<file path="src/rtl/rob_commit_unit_pkg.sv">
// rob_commit_unit_pkg: shared instruction, broadcast and buffer-entry types for the retirement buffer.
package rob_commit_unit_pkg;
  localparam int XLEN = 32;
  typedef struct packed {
    logic [31:0] pc;
    logic [4:0]  rd;
  } pci_t;
  typedef struct packed {
    logic            rdy;
    pci_t            pc_info;
    logic [XLEN-1:0] data;
  } sal2_t;
  typedef struct packed {
    logic valid;
    logic done;
    pci_t pci;
  } reg_entry_t;
  typedef enum logic [1:0] {RUN, FLUSH, HALTED} rob_state_t;
endpackage

</file>
<file path="src/rtl/rob_commit_unit_if.sv">
// rob_commit_unit_if: dispatch, writeback, control and commit-broadcast signals of the retirement buffer.
interface rob_commit_unit_if #(
  parameter int SIZE = 8,
  parameter int COMMIT_WIDTH = 2,
  parameter int WIDTH = 32
) ();
  import rob_commit_unit_pkg::*;
  localparam int AW = $clog2(SIZE);
  logic                               alloc_valid;
  pci_t                               alloc_pci;
  logic                               alloc_ready;
  logic [AW-1:0]                      alloc_tag;
  logic                               wb_valid;
  logic [AW-1:0]                      wb_tag;
  logic [WIDTH-1:0]                   wb_data;
  logic                               flush;
  logic                               halt;
  logic                               commit;
  sal2_t [SIZE-1:0]                   rdest;
  logic [SIZE-1:0][4:0]               rd_bus;
  logic [COMMIT_WIDTH-1:0]            rf_we;
  logic [COMMIT_WIDTH-1:0][4:0]       rf_rd;
  logic [COMMIT_WIDTH-1:0][WIDTH-1:0] rf_data;
  modport master (
    output alloc_valid, alloc_pci, wb_valid, wb_tag, wb_data, flush, halt,
    input  alloc_ready, alloc_tag, commit, rdest, rd_bus, rf_we, rf_rd, rf_data
  );
  modport slave (
    input  alloc_valid, alloc_pci, wb_valid, wb_tag, wb_data, flush, halt,
    output alloc_ready, alloc_tag, commit, rdest, rd_bus, rf_we, rf_rd, rf_data
  );
endinterface

</file>
<file path="src/rtl/rob_commit_unit_retire_select.sv">
// rob_retire_select: counts consecutive valid&done entries from head (with wrap), capped at COMMIT_WIDTH.
module rob_retire_select #(
  parameter int SIZE = 8,
  parameter int COMMIT_WIDTH = 2
) (
  input  logic [SIZE-1:0]                               i_valid,
  input  logic [SIZE-1:0]                               i_done,
  input  logic [$clog2(SIZE)-1:0]                       i_head,
  input  logic                                          i_en,
  output logic [$clog2(COMMIT_WIDTH+1)-1:0]             o_k,
  output logic [COMMIT_WIDTH-1:0]                       o_lane,
  output logic [COMMIT_WIDTH-1:0][$clog2(SIZE)-1:0]     o_idx
);
  localparam int AW = $clog2(SIZE);
  localparam int KW = $clog2(COMMIT_WIDTH + 1);
  logic w_run;
  always_comb begin
    o_k = '0;
    o_lane = '0;
    o_idx = '0;
    w_run = i_en;
    for (int j = 0; j < COMMIT_WIDTH; j++) begin
      o_idx[j] = i_head + AW'(j);
      w_run = w_run && i_valid[o_idx[j]] && i_done[o_idx[j]];
      o_lane[j] = w_run;
      o_k = w_run ? KW'(j + 1) : o_k;
    end
  end
endmodule

</file>
<file path="src/rtl/rob_commit_unit.sv">
// rob_commit_unit: in-order retirement buffer driving regfile write ports and the commit broadcast.
// Define COMMIT_GAP_EN to force an idle cycle after every commit pulse.
module rob_commit_unit
  import rob_commit_unit_pkg::*;
#(
  parameter int SIZE = 8,
  parameter int COMMIT_WIDTH = 2,
  parameter int WIDTH = 32
) (
  input logic              clk,
  input logic              rst_n,
  rob_commit_unit_if.slave bus
);
  localparam int AW = $clog2(SIZE);
  localparam int PW = AW + 1;
  localparam int KW = $clog2(COMMIT_WIDTH + 1);
  rob_state_t                         r_state;
  logic                               r_halt_pend;
  logic                               r_commit;
  logic [PW-1:0]                      r_head;
  logic [PW-1:0]                      r_tail;
  reg_entry_t                         r_ent [SIZE];
  logic [WIDTH-1:0]                   r_data [SIZE];
  sal2_t [SIZE-1:0]                   r_rdest;
  logic [SIZE-1:0][4:0]               r_rd_bus;
  logic [COMMIT_WIDTH-1:0]            r_rf_we;
  logic [COMMIT_WIDTH-1:0][4:0]       r_rf_rd;
  logic [COMMIT_WIDTH-1:0][WIDTH-1:0] r_rf_data;
  logic [PW-1:0]                      w_count;
  logic [SIZE-1:0]                    w_valid;
  logic [SIZE-1:0]                    w_done;
  logic [KW-1:0]                      w_k;
  logic [COMMIT_WIDTH-1:0]            w_lane;
  logic [COMMIT_WIDTH-1:0][AW-1:0]    w_idx;
  logic                               w_full;
  logic                               w_ready;
  logic                               w_alloc;
  logic                               w_clear;
  logic                               w_ret_en;
  always_comb begin
    w_valid = '0;
    w_done = '0;
    for (int s = 0; s < SIZE; s++) begin
      w_valid[s] = r_ent[s].valid;
      w_done[s] = r_ent[s].done;
    end
  end
  // wrap bit makes tail-head the occupancy directly, so full is count==SIZE
  assign w_count = r_tail - r_head;
  assign w_full  = w_count == PW'(SIZE);
  assign w_ready = r_state != FLUSH && !w_full;
  assign w_alloc = bus.alloc_valid && w_ready;
  assign w_clear = (r_state == RUN && bus.flush) || r_state == FLUSH;
`ifdef COMMIT_GAP_EN
  assign w_ret_en = r_state == RUN && !bus.flush && !r_commit;
`else
  assign w_ret_en = r_state == RUN && !bus.flush;
`endif
  rob_retire_select #(.SIZE(SIZE), .COMMIT_WIDTH(COMMIT_WIDTH)) u_sel (
    .i_valid (w_valid),
    .i_done  (w_done),
    .i_head  (r_head[AW-1:0]),
    .i_en    (w_ret_en),
    .o_k     (w_k),
    .o_lane  (w_lane),
    .o_idx   (w_idx)
  );
  always_ff @(posedge clk or negedge rst_n) begin
    if (!rst_n) begin
      r_state <= RUN;
      r_halt_pend <= 1'b0;
      r_commit <= 1'b0;
      r_head <= '0;
      r_tail <= '0;
      r_rdest <= '0;
      r_rd_bus <= '0;
      r_rf_we <= '0;
      r_rf_rd <= '0;
      r_rf_data <= '0;
      for (int s = 0; s < SIZE; s++) begin
        r_ent[s] <= '0;
        r_data[s] <= '0;
      end
    end else begin
      r_commit <= w_k != '0;
      r_rdest <= '0;
      r_rd_bus <= '0;
      for (int j = 0; j < COMMIT_WIDTH; j++) begin
        r_rf_we[j] <= w_lane[j] && r_ent[w_idx[j]].pci.rd != 5'd0;
        r_rf_rd[j] <= w_lane[j] ? r_ent[w_idx[j]].pci.rd : 5'd0;
        r_rf_data[j] <= w_lane[j] ? r_data[w_idx[j]] : '0;
        if (w_lane[j]) begin
          r_rdest[w_idx[j]] <= '{rdy: 1'b1, pc_info: r_ent[w_idx[j]].pci, data: XLEN'(r_data[w_idx[j]])};
          r_rd_bus[w_idx[j]] <= r_ent[w_idx[j]].pci.rd;
        end
      end
      // a halt arriving with flush is remembered so FLUSH still lands in HALTED
      r_halt_pend <= r_state == RUN && bus.flush && bus.halt;
      r_state <= r_state == FLUSH ? (r_halt_pend ? HALTED : RUN) :
                 r_state == HALTED ? HALTED :
                 bus.flush ? FLUSH : bus.halt ? HALTED : RUN;
      if (w_clear) begin
        r_head <= '0;
        r_tail <= '0;
        for (int s = 0; s < SIZE; s++) r_ent[s] <= '0;
      end else begin
        if (bus.wb_valid && r_ent[bus.wb_tag].valid) begin
          r_ent[bus.wb_tag].done <= 1'b1;
          r_data[bus.wb_tag] <= bus.wb_data;
        end
        for (int j = 0; j < COMMIT_WIDTH; j++) begin
          if (w_lane[j]) begin
            r_ent[w_idx[j]].valid <= 1'b0;
            r_ent[w_idx[j]].done <= 1'b0;
          end
        end
        r_head <= r_head + PW'(w_k);
        if (w_alloc) begin
          r_ent[r_tail[AW-1:0]] <= '{valid: 1'b1, done: 1'b0, pci: bus.alloc_pci};
          r_tail <= r_tail + PW'(1);
        end
      end
    end
  end
  assign bus.alloc_ready = w_ready;
  assign bus.alloc_tag   = r_tail[AW-1:0];
  assign bus.commit      = r_commit;
  assign bus.rdest       = r_rdest;
  assign bus.rd_bus      = r_rd_bus;
  assign bus.rf_we       = r_rf_we;
  assign bus.rf_rd       = r_rf_rd;
  assign bus.rf_data     = r_rf_data;
endmodule

</file>
<file path="src/flat_wrapper.sv">
// flat-port wrapper written by rule: the top's interface ports become plain ports
module rob_commit_unit_flat import rob_commit_unit_pkg::*;
#(
  parameter int SIZE = 8,
  parameter int COMMIT_WIDTH = 2,
  parameter int WIDTH = 32
)
  (clk, rst_n, bus_alloc_valid, bus_alloc_pci, bus_wb_valid, bus_wb_tag, bus_wb_data, bus_flush, bus_halt, bus_alloc_ready, bus_alloc_tag, bus_commit, bus_rdest, bus_rd_bus, bus_rf_we, bus_rf_rd, bus_rf_data);
  rob_commit_unit_if #(.SIZE(SIZE), .COMMIT_WIDTH(COMMIT_WIDTH), .WIDTH(WIDTH)) bus_i ();
  input logic clk;
  input logic rst_n;
  input wire logic [$bits(bus_i.alloc_valid)-1:0] bus_alloc_valid;
  input wire logic [$bits(bus_i.alloc_pci)-1:0] bus_alloc_pci;
  input wire logic [$bits(bus_i.wb_valid)-1:0] bus_wb_valid;
  input wire logic [$bits(bus_i.wb_tag)-1:0] bus_wb_tag;
  input wire logic [$bits(bus_i.wb_data)-1:0] bus_wb_data;
  input wire logic [$bits(bus_i.flush)-1:0] bus_flush;
  input wire logic [$bits(bus_i.halt)-1:0] bus_halt;
  output wire logic [$bits(bus_i.alloc_ready)-1:0] bus_alloc_ready;
  output wire logic [$bits(bus_i.alloc_tag)-1:0] bus_alloc_tag;
  output wire logic [$bits(bus_i.commit)-1:0] bus_commit;
  output wire logic [$bits(bus_i.rdest)-1:0] bus_rdest;
  output wire logic [$bits(bus_i.rd_bus)-1:0] bus_rd_bus;
  output wire logic [$bits(bus_i.rf_we)-1:0] bus_rf_we;
  output wire logic [$bits(bus_i.rf_rd)-1:0] bus_rf_rd;
  output wire logic [$bits(bus_i.rf_data)-1:0] bus_rf_data;
  assign bus_i.alloc_valid = bus_alloc_valid;
  assign bus_i.alloc_pci = bus_alloc_pci;
  assign bus_i.wb_valid = bus_wb_valid;
  assign bus_i.wb_tag = bus_wb_tag;
  assign bus_i.wb_data = bus_wb_data;
  assign bus_i.flush = bus_flush;
  assign bus_i.halt = bus_halt;
  assign bus_alloc_ready = bus_i.alloc_ready;
  assign bus_alloc_tag = bus_i.alloc_tag;
  assign bus_commit = bus_i.commit;
  assign bus_rdest = bus_i.rdest;
  assign bus_rd_bus = bus_i.rd_bus;
  assign bus_rf_we = bus_i.rf_we;
  assign bus_rf_rd = bus_i.rf_rd;
  assign bus_rf_data = bus_i.rf_data;
  rob_commit_unit #(.SIZE(SIZE), .COMMIT_WIDTH(COMMIT_WIDTH), .WIDTH(WIDTH)) u_core (.clk(clk), .rst_n(rst_n), .bus(bus_i));
endmodule
</file>
<file path="config.mk">
export PLATFORM = sky130hd
export DESIGN_NAME = rob_commit_unit_flat
export DESIGN_NICKNAME = d
export VERILOG_FILES = /design/src/rtl/rob_commit_unit_pkg.sv /design/src/rtl/rob_commit_unit_if.sv /design/src/rtl/rob_commit_unit_retire_select.sv /design/src/rtl/rob_commit_unit.sv /design/src/flat_wrapper.sv
export SDC_FILE = /design/constraint.sdc
export NUM_CORES = 2
export LEC_CHECK = 0
export CAP_MARGIN = 20
export CORE_MARGIN = 2
export CORE_UTILIZATION = 45
export CTS_BUF_LIST = sky130_fd_sc_hd__clkbuf_4 sky130_fd_sc_hd__clkbuf_8
export DETAILED_ROUTE_END_ITERATION = 7
export PLACE_DENSITY = 0.66
export SYNTH_ARGS = -nofsm -noshare
export SYNTH_HDL_FRONTEND = slang
export SYNTH_HIERARCHICAL = 1
export SYNTH_SLANG_ARGS = --single-unit
</file>
<file path="constraint.sdc">
create_clock -name clk -period 3.9 [get_ports clk]
set_input_delay 0.585 -clock clk [delete_from_list [all_inputs] [get_ports clk]]
set_output_delay 0.585 -clock clk [all_outputs]
set_load 0.005 [all_outputs]
</file>
---- Word-level counts from Yosys, hierarchy flattened ----
Index checks and enable logic that the tools add are counted.
word-level totals
  register bits after elaboration ......... 1256
  input bits .............................. 78
  output and inout bits ................... 681
  logic and storage cells ................. 224
cells by class
  $add $sub $neg .......................... 4
  order comparisons ....................... 12
  equality and inequality tests ........... 4
  multiplexer cells ....................... 80
  bitwise gates (word level) .............. 7
  reductions and logical operators ........ 27
operators by type and width
  cell                number
  $mux 312            8
  $bwmux 312          6
  $mux 560            2
  $demux 39 s3        6
  $and 560x560->560   1
  $bwmux 560          1
  $demux 70 s3        2
  $bmux 39 s3         3
  $bwmux 256          1
  $mux 32             7
  $mux 39             5
  $bmux 32 s3         2
  $mux 37             4
  $mux 70             2
  $mux 38             3
  $demux 32 s3        1
  $mux 40             2
  $and 40x40->40      1
  $bwmux 40           1
  $demux 5 s3         2
  $mux 5              4
  $logic_and 1x1->1   18
  $ge 4x4->1 const B  4
  $lt 4x1->1 const B  4
  other kinds (22)    44

---- Depth between registers and ports, before layout ----
  depth in word-level cells ............... 19
  mapped depth ............................ 15

---- By module ----
Netlist, hierarchy kept.
by module, submodules not included
  module             instances  cells each  area each (um^2)
  rob_commit_unit    1          3685        51938.6
  rob_retire_select  1          27          239.0

---- Worst setup path before layout ----
No wires, ideal clock.
  kind .................................... reg-to-reg
  start point ............................. reg u_core.r_head[1]
  end point ............................... reg u_core.r_rdest (netlist bit u_core/bus.rdest[100])
  library setup time ...................... 0.150 ns
  data arrival time ....................... 3.002 ns
  path slack .............................. 0.748 ns
  stages on the path, launching flop included .. 15
  buffers on the path ..................... 5
  clock period less this slack ............ 3.152 ns
  cell sequence ........................... dfrtp_1 ha_1 xor2_1 mux4_1 mux2i_1 and2_1 buf_4 buf_2 nor2b_1 clkbuf_1 nand2_1 nand2_1 clkbuf_1 clkbuf_1 o22ai_1
RTL lines
  what                            line                    RTL
  start: declaration              rob_commit_unit.sv:20   logic [PW-1:0] r_head;
  start signal: assignment        rob_commit_unit.sv:117  r_head <= r_head + PW'(w_k);
  end signal: indexed assignment  rob_commit_unit.sv:93   r_rdest[w_idx[j]] <= '{rdy: 1'b1, pc_info: r_ent[w_idx[j]].pci, data: XLEN'(r_data[w_idx[j]])};
  end: declaration                rob_commit_unit.sv:24   sal2_t [SIZE-1:0] r_rdest;

---- Worst setup path in the final report ----
  start point ............................. reg u_core.r_head[1]
  end point ............................... out bus_alloc_ready
on the way
  longest elaborated chain between the ends .. 4
RTL lines
  what               line                   RTL
  $sub 4x4->4        rob_commit_unit.sv:49  assign w_count = r_tail - r_head;
  $eq 4x4->1         rob_commit_unit.sv:50  assign w_full = w_count == PW'(SIZE);
  $logic_not 1->1    rob_commit_unit.sv:51  assign w_ready = r_state != FLUSH && !w_full;
  $logic_and 1x1->1  rob_commit_unit.sv:51
  end: declaration   flat_wrapper.sv:19     output wire logic [$bits(bus_i.alloc_ready)-1:0] bus_alloc_ready;
No other way between the ends.

==> results_dict.tcl <==
set metrics [dict create \
    status "complete, no violations" \
    initial_core_util_pct 45.51 \
    layout-drive-gt1-share_pct 24.98 \
    yosys_warnings 6 \
    antenna_left 0 \
    crit_path_max_incr_delay_ns 0.60 \
    final.setup.tns_ns 0 \
    ir_drop_mv 0.4112 \
    cts_made_buffers 195 \
    via_count 38330 \
    syn_inst 3712 \
    worstPathRequired_ns 3.31 \
    cp.arrival_ns 3.14 \
    worst-path-buf-inv 2 \
    path_class "flip-flop to primary output" \
    fmax_ghz 0.2682 \
    setup_ws_ns 0.1718 \
    worstRegToRegCells 6 \
    first_pass_iters 6 \
    insertion_delay_ns 0.90 \
    drtIter0Drc 3881 \
    synth_top_flop_cell "dfrtp_1" \
    h-tree-depth 4 \
    dp_slack_ns 0.3405 \
    synthToLayoutAreaGrowth_pct 28.67 \
    grt_use_met2_pct 46.91 \
    final_cell_mix "1213 x dfrtp_1, 757 x clkdlybuf4s50_1, 552 x o22ai_1" \
    seq_area_um2 30440 \
    dieArea_um2 118700 \
    ys_seq_area_share_pct 58.32 \
    grt_pass1_wl_um 274100 \
    r2r_slack_ns 0.44 \
    use_met1_pct 43.53 \
    core-area_um2 114700 \
    cp_max_fo 12 \
    multi_input_area_um2 20250 \
    use_met3_pct 9.243 \
    cp-end-kind "primary output" \
    clkSinkCount 1216 \
    cts.reportedPaths.clkPinSlew_ns 0.06 \
    critPathLaunch "u_core/r_head[1]" \
    postSynth.asyncResetShare_pct 100.0 \
    die_y_um 344.5 \
    drcViolationCount 0 \
    clock_skew_ns 0.04182 \
    die_w_um 344.5 \
    synth_cell_types 59 \
    hpwl_um 126700 \
    hold_viol 0 \
    synth_edf_count 0 \
    io_pins 759 \
    syn-cell-area_um2 52180 \
    cts_tree "done" \
    grt_max_degree 125 \
    drt-vias-per-instance 6.112 \
    hp-class "primary input to asynchronous set/reset pin" \
    nNetsFinal 4678 \
    grtUsageTotal_pct 32.00 \
    antenna_found_initial 30 \
    rows 124 \
    wl_per_cell_um 30.56 \
    final_max_slew_viol_count 0 \
    rr_endpoint "u_core/bus.rdest[413]" \
    root_buffer "clkbuf_8" \
    cp_slowest_cell "dfrtp_4" \
    syn_avg_cell_area_um2 14.06 \
    busiest_layer "met2" \
    final_common_cell "dfrtp_1" \
    min_period_ns 3.728 \
    port_buffers 758 \
    max-cap-violations 0 \
    crit_chain "inv_1 > ha_1 > nand3b_1 > a21oi_1 > nor4b_4 > nor2_1 > clkdlybuf4s50_1" \
    r2r-start "u_core/r_head[2]" \
    start_kind "flip-flop" \
    slew-limit-headroom_pct 26.09 \
    ys_ff_latch 1216 \
    synth_nets 3798 \
    cts_max_path_buffers 3 \
    grt_pass1_vias 38380 \
    rsz0062_at_grt "no" \
    crit_family "buffers and inverters" \
    cts_resized 0 \
    wl_um 191600 \
    powerDensity_nw_per_um2 557.8 \
    setup_violations 0 \
    period_share_pct 95.59 \
    power_leakage_nw 30.40 \
    gp_congestion 0.9137 \
    worstMarginPinSlew_ns 1.109 \
    num-fill-cells 9042 \
    grt-ovfl-total 0 \
]
timing repair:
| action | 4_1_cts | 5_1_grt |
|---|---|---|
| setup endpoints to repair | 1 | 1 |
| hold buffers | 1 | 0 |
| endpoints found under the hold margin | 97 | 0 |
| pin swaps | 1 | 0 |
| setup buffers | 1 | 0 |
synth_stat cells, drive strengths merged (2+ instances only):
cell type,count,area (um2)
nor3,13,90.09
xnor2,3,26.28
nor2,17,63.81
o31ai,3,22.52
ha,7,87.58
nor2b,80,500.5
o21ai,8,40.04
o211ai,2,20.02
nand2b,12,75.07
nand2,364,1369
o21a,2,15.01
or3,12,75.07
a22oi,2,20.02
o22ai,552,3453
and2,4,25.02
xor2,2,17.52
a211oi,2,20.02
nand3,20,115.1
a21oi,20,103.9
dfrtp,1216,30430
buf,166,998.5
mux2,258,2905
nor4,4,31.28
nand3b,7,56.30
mux2i,436,4364
and3,2,12.51
nand4,2,12.51
inv,10,37.53
nor3b,2,15.01
a2111oi,2,17.52
mux4,280,6317
clkbuf,190,713.2
layer usage:
metal / vias to the layer above / share of wire [%]
met4: 38 / 5.6
met3: 483 / 10
li1: 15650 / -
met5: - / 0.12
met2: 2145 / 45
met1: 20020 / 39
layout make-up:
| class | count | share of cell area, % |
|---|---|---|
| antenna | 11 | 0.04100 |
| clock buffer | 314 | 5.887 |
| clock inverter | 39 | 0.5721 |
| sequential | 1216 | 45.34 |
| multi-input combinational | 2129 | 30.16 |
| inverter | 11 | 0.07268 |
| timing repair buffer | 1039 | 15.11 |
| tap | 1512 | 2.818 |
through the flow:
stage               util [%]  cell area, um2  power, mW  std cells  hold slack [ns]
global route           58.55           67130      38.78       6267           0.2642
detailed placement     54.74           62770      25.34       5906           0.5014
global placement       54.74           62770      25.12       5906           0.4897
finish                 58.56           67140      37.45       6271           0.2196
floorplan                  -           52180      20.52       3712           0.2894
CTS                    58.54           67120      37.25       6261           0.1942
cells by family after synthesis:
family | Yosys count | share of synthesized area [%]
flops | 1216 | 58.32
mux | 974 | 26.04
buf+inv | 367 | 3.360
simple gates | 543 | 4.750
xor+xnor | 5 | 0.08394
fa+ha+maj | 8 | 0.2062
compound gates | 599 | 7.242
state kept, by name (all words and copies together) (netlist names):
signal,flops
u_core/r_tail,4
u_core/r_ent,312
u_core/bus.rf_we,2
u_core/bus.rd_bus,16
u_core/r_halt_pend,1
u_core/bus.commit,1
u_core/bus.rdest,544
u_core/bus.rf_rd,10
u_core/r_data,256
u_core/bus.rf_data,64
u_core/r_state,2
u_core/r_head,4
worst max-delay path by stage:
stage,end,depth (start not counted)
floorplan,u_core/bus.rdest[100],14
global placement,u_core/bus.rdest[413],10
detailed placement,u_core/bus.rdest[413],10
CTS,bus_alloc_ready,8
global route,bus_alloc_ready,7
finish,bus_alloc_ready,7
where the power goes:
group          internal (mW)  switching [mW]
clock                   6.62            5.33
sequential              14.1            1.17
combinational           4.00            6.21
No activity file was read; power rests on OpenSTA's default activity.
